`src/rtl/call_request_conditioner.sv`:
```
// Input conditioning for the freight-elevator controller: synchronizes and debounces
// call buttons, limit switches and the overweight sensor, latches calls and selects the nearest one.
module call_request_conditioner #(
    parameter int DEB_CYCLES = 250000,
    parameter int CNT_W      = 18
) (
    input  logic       clk,
    input  logic       reset,
    input  logic [3:0] p_raw,
    input  logic [3:0] fc_raw,
    input  logic       sp_raw,
    input  logic [3:0] served,
    output logic [3:0] p_pulse,
    output logic [3:0] call_pending,
    output logic       call_valid,
    output logic [1:0] call_next,
    output logic [3:0] fc_db,
    output logic [1:0] floor_pos,
    output logic       at_floor,
    output logic       fc_fault,
    output logic       sp_db
);

    localparam int              CH       = 9;
    localparam logic [CNT_W-1:0] CNT_LAST = CNT_W'(DEB_CYCLES - 1);

    logic [CH-1:0]    raw_all;
    logic [CH-1:0]    sync_p0;
    logic [CH-1:0]    sync_p1;
    logic [CH-1:0]    stable_p2;
    logic [CNT_W-1:0] cnt_p2 [CH];
    logic [3:0]       p_prev_p3;
    logic [3:0]       rise;
    logic [3:0]       pending_nxt;
    logic [2:0]       fc_count;

    function automatic logic [2:0] popcount4(input logic [3:0] v);
        return {2'b00, v[0]} + {2'b00, v[1]} + {2'b00, v[2]} + {2'b00, v[3]};
    endfunction

    function automatic logic [1:0] onehot_index(input logic [3:0] v);
        case (v)
            4'b0010: return 2'd1;
            4'b0100: return 2'd2;
            4'b1000: return 2'd3;
            default: return 2'd0;
        endcase
    endfunction

    function automatic logic [1:0] floor_dist(input logic [1:0] a, input logic [1:0] b);
        return (a > b) ? (a - b) : (b - a);
    endfunction

    // Channel order: [3:0] pushbuttons, [7:4] limit switches, [8] overweight
    assign raw_all = {sp_raw, fc_raw, p_raw};

    // Stage p0/p1: two-flop synchronizer
    always_ff @(posedge clk or negedge reset) begin
        if (!reset) begin
            sync_p0 <= '0;
            sync_p1 <= '0;
        end else begin
            sync_p0 <= raw_all;
            sync_p1 <= sync_p0;
        end
    end

    // Stage p2: qualification; any return to the stable level restarts the count
    always_ff @(posedge clk or negedge reset) begin
        if (!reset) begin
            stable_p2 <= '0;
            for (int i = 0; i < CH; i++) cnt_p2[i] <= '0;
        end else begin
            for (int i = 0; i < CH; i++) begin
                if (sync_p1[i] != stable_p2[i]) begin
                    if (cnt_p2[i] == CNT_LAST) begin
                        stable_p2[i] <= sync_p1[i];
                        cnt_p2[i]    <= '0;
                    end else begin
                        cnt_p2[i] <= cnt_p2[i] + 1'b1;
                    end
                end else begin
                    cnt_p2[i] <= '0;
                end
            end
        end
    end

    assign fc_db = stable_p2[7:4];
    assign sp_db = stable_p2[8];
    assign rise  = stable_p2[3:0] & ~p_prev_p3;
    assign fc_count = popcount4(fc_db);

    always_comb begin
        pending_nxt = call_pending;
        for (int i = 0; i < 4; i++) begin
            if (served[i])
                pending_nxt[i] = 1'b0;
            else if (rise[i] && !sp_db && !(at_floor && floor_pos == 2'(i)))
                pending_nxt[i] = 1'b1;
        end
    end

    // Stage p3: edge detect, call latch and floor tracking
    always_ff @(posedge clk or negedge reset) begin
        if (!reset) begin
            p_prev_p3    <= '0;
            p_pulse      <= '0;
            call_pending <= '0;
            floor_pos    <= '0;
            at_floor     <= 1'b0;
            fc_fault     <= 1'b0;
        end else begin
            p_prev_p3    <= stable_p2[3:0];
            p_pulse      <= rise;
            call_pending <= pending_nxt;
            at_floor     <= (fc_count == 3'd1);
            fc_fault     <= fc_fault | (fc_count >= 3'd2);
            if (fc_count == 3'd1)
                floor_pos <= onehot_index(fc_db);
        end
    end

    assign call_valid = |call_pending;

    always_comb begin
        logic [1:0] best_dist;
        logic [1:0] d;
        logic       found;
        call_next = 2'd0;
        best_dist = 2'd3;
        d         = 2'd0;
        found     = 1'b0;
        for (int i = 0; i < 4; i++) begin
            if (call_pending[i]) begin
                d = floor_dist(2'(i), floor_pos);
                if (!found || d < best_dist) begin
                    call_next = 2'(i);
                    best_dist = d;
                    found     = 1'b1;
                end
            end
        end
    end

endmodule

```
`config.mk`:
```
export PLATFORM = sky130hd
export DESIGN_NAME = call_request_conditioner
export DESIGN_NICKNAME = d
export VERILOG_FILES = /design/src/rtl/call_request_conditioner.sv
export SDC_FILE = /design/constraint.sdc
export NUM_CORES = 1
export LEC_CHECK = 0
export BUFFER_PORTS_ARGS = -buffer_cell sky130_fd_sc_hd__clkbuf_2
export CAP_MARGIN = 20
export CORE_MARGIN = 4
export CORE_UTILIZATION = 40
export CTS_BUF_LIST = sky130_fd_sc_hd__clkbuf_16
export DETAILED_ROUTE_END_ITERATION = 8
export HOLD_SLACK_MARGIN = 0.1
export SLEW_MARGIN = 20
export SYNTH_ARGS = -nofsm -noshare
export SYNTH_HDL_FRONTEND = slang
export SYNTH_SLANG_ARGS = --single-unit
export TNS_END_PERCENT = 1
```
`constraint.sdc`:
```
create_clock -name clk -period 2.5 [get_ports clk]
set_clock_uncertainty 0.05 [all_clocks]
set_input_delay 0.125 -clock clk [delete_from_list [all_inputs] [get_ports clk]]
set_output_delay 0.125 -clock clk [all_outputs]
set_load 0.1 [all_outputs]
```
==> qor.yml <==
p_per_area_nw_per_um2: 607
ant_nets: 0
maximum_number_of_pins_on_one_net_before_global_route_repair: 69
global_route_wire_length_before_repair_um: 35400
post_synth_cell_types: 52
vdd_drop_max_uv: 429
detail_route.wirelength_um: 20000
synth_compound_area_frac: 0.0440
post_dp_cell_area_um2: 10900
setup.worst_path.class: "reg -> out"
synth_top_family_by_area: "simple AND/OR/NAND/NOR gates"
critical-path-top-delay-family: "adder cells"
share_of_post_route_cells_with_drive_strength_above_1: 0.161
overall_global_routing_usage: 0.149
path_max_fanout: 5
syn-num-nets: 1020
unrepaired_setup_endpoints_after_global_routing: "true"
synthMostInstantiatedCell: "dfrtp_1"
numClockSinks: 205
multiInputGateArea_um2: 4710
synth_sequential_area_ratio: 0.514
syn-cell-area_um2: 9970
worst_path_most_repeated_cell: "ha_4"
worst_path_largest_cell_delay_ns: 0.52
outcome: "complete, but fails checks"
max_cap_viol_count: 0
pin_count: 35
grt_pass1_vias: 7241
numCtsBuffers: 25
num-nets-final: 1122
synth_top_cell_area_share: 0.514
critical_path_required_ns: 2.33
fmaxAchievable_mhz: 322
hold_viol_final: 0
startpoint_type: "flop"
first_pass_iters: 4
critPathArrivalTime_ns: 2.93
routed-via-count: 7266
synthesized_flop_and_latch_total: 205
row_count: 57
final_min_period_over_clock_period: 1.24
synth_simple_gate_area_frac: 0.245
grt_overflow: 0
synth_area_leader_cell: "dfrtp_1"
power.static_leakage_nw: 4.94
fill_cell_count: 2281
dominantRegCellSynth: "dfrtp_1"
worst_hold_path_type: "in -> async"
synth.yosys.warnings: 0
synth.mux.area_fraction: 0.0133
die_x_extent_um: 166
critical_path.slowest_cell: "dfrtp_4"
post_synth_fa_ha_maj_area_fraction: 0.0296
non_filler_cell_area_final_um2: 12000
syn-instance-count: 982
avgViaCountPerCell: 5.10
cp_cell_sequence: "ha_4, mux2i_4, ha_4, nor3b_2, a32oi_2, mux2_4, ha_4, o32ai_4, nand2_2, o21ai_4, buf_12"
finalWorstPathRequiredPeriod_ns: 3.11
clk_pin_slew_worst_paths_ns: 0.06
hpwlAfterDp_um: 13800
die_area_um2: 27500
crit_buf_inv: 1
synth.cells.most_frequent: "dfrtp_1, nor2_1, xnor2_1"
io_buffers: 34
final_weighted_congestion_in_routability_driven_placement: 0.812
timing.final.ws_setup_ns: -0.609
layout.area.seq_um2: 5140
netlist_top_cells_area: "dfrtp_1, xnor2_1, nor2_1, nor4_1, ha_1"
root_buffer_cell: "clkbuf_16"
async_reset_ff_frac: 1.00
worst-slew-pin-transition_ns: 0.625
clock_tree_from_tritoncts: "built"
timing.max_slew.rel_slack: 0.579
diodes: 0
grt_antenna_before_repair: 0
critical_path_source: "floor_pos[1]"
clock_latency_ns: 0.51
failed_checks: "negative setup slack"
finalMaxSlewViolations: 0
floorplan.initialDensity: 0.409
core_region_area_um2: 24400
route.detailed.wl_per_inst_um: 14.0
worst_setup_slack_for_register_to_register_paths_ns: 0.14
final_core_util: 0.491
fin_setup_tns_ns: -1.21
synthXorXnorAreaFrac: 0.124
timing.final.setup_violations: 2
synthToLayoutAreaGrowth_pct: 20.2
place_worst_setup_slack_ns: -0.276
end_kind: "output pin"
number_of_flops_mapped_to_enable_cells_by_yosys: 0
post-route-drc-count: 0
postSynthAreaPerCell_um2: 10.2
dieHeight_um: 166
detail_route.iter0.violations: 341
cts_max_path_buffers: 3
htree_levels: 1
crit-reg2reg-launch: "stable_p2[4]"
-- layout make-up --
cell class | instances | share of cell area
repair buffers | 95 | 0.0608
inverters | 44 | 0.0140
well taps | 324 | 0.0338
clock inverters | 20 | 0.0171
flip-flops and latches | 205 | 0.429
clock buffers | 25 | 0.0522
multi-input cells | 713 | 0.393
-- per-layer routing --
layer | share of wire | global-route usage | vias up
li1 | - | - | 3630
met1 | 0.48 | 0.208 | 3504
met2 | 0.46 | 0.240 | 91
met3 | 0.033 | 0.0255 | 41
met4 | 0.027 | 0.0427 | 0
met5 | 0 | 0 | -
-- report_power, final --
part / leakage [nW] / internal, mW / switching (mW) / total [mW]
sequential: 2.79 / 3.37 / 0.0442 / 3.41
combinational: 1.72 / 0.0913 / 0.148 / 0.239
clock: 0.418 / 2.23 / 1.39 / 3.62
total: 4.94 / 5.69 / 1.58 / 7.28
-- through the flow --
step / power, mW / instances / hold WS [ns]
CTS: 7.41 / 1425 / 0.130
floorplan: 3.57 / 982 / -0.221
finish: 7.28 / 1426 / 0.119
global placement: 3.70 / 1363 / 0.0745
detailed placement: 3.70 / 1363 / 0.0750
global route: 7.59 / 1426 / 0.171
-- placed cells by master (no fill, tap or decap), types with 3 or more instances in the layout --
cell / instances
buf_12: 4
a21oi_1: 20
mux2_2: 9
ha_1: 16
nand3_1: 54
inv_2: 4
nand4_1: 41
and3_1: 3
nor3_1: 33
nand3b_1: 3
buf_4: 45
nor4bb_1: 5
xor2_1: 31
o21ai_0: 11
clkbuf_16: 25
nor2b_1: 6
o41ai_4: 5
dfrtp_4: 3
or3_1: 11
dfrtp_1: 201
nand2_1: 48
clkinv_1: 3
clkbuf_2: 31
clkinv_2: 6
nor2_1: 185
nor4_1: 66
and4_1: 4
xnor2_1: 110
inv_1: 42
bufinv_16: 4
or4_1: 6
ha_4: 4
dlygate4sd3_1: 14
-- path summary, 6_finish.rpt --
check | to | depth (start not counted)
min | cnt_p2[78] | 2
max | call_next[0] | 11
min reg2reg | sync_p1[5] | 0
min in group clk | sync_p0[4] | 2
max reg2reg | floor_pos[0] | 9
max in group asynchronous | cnt_p2[10] | 3
-- logic make-up (layout without fill, tap and decap cells) --
group                      after synthesis  count (layout)
adders and majority gates               23              23
AOI/OAI and AO/OA                       53              53
DFF                                    205             205
and+or+nand+nor                        484             484
buffers and inverters                   64             184
xor gates and xnor gates               141             141
muxes                                   12              12
-- worst reg2reg max path, delay by kind of cell (launching register included) --
| kind | cells | cell delay, ns |
|---|---|---|
| compound gates | 1 | 0.08 |
| flops | 1 | 0.36 |
| buf+inv | 3 | 0.15 |
| simple gates | 2 | 0.74 |
| fa+ha+maj | 3 | 0.90 |
-- flip-flops by register name, indices dropped and copies added (netlist names) --
register	count
sync_p0	9
call_pending	4
fc_fault	1
sync_p1	9
at_floor	1
stable_p2	9
floor_pos	2
p_prev_p3	4
cnt_p2	162
p_pulse	4
-- timing repair --
item                                   CTS  global route
setup endpoints to repair                3             3
setup buffers                            3             1
gates resized for setup                  6             9
cloned                                   0             0
endpoints found under the hold margin  218             0
hold buffers                            14             0
pin swaps                                5             1
(Power assumes the default switching activity.)
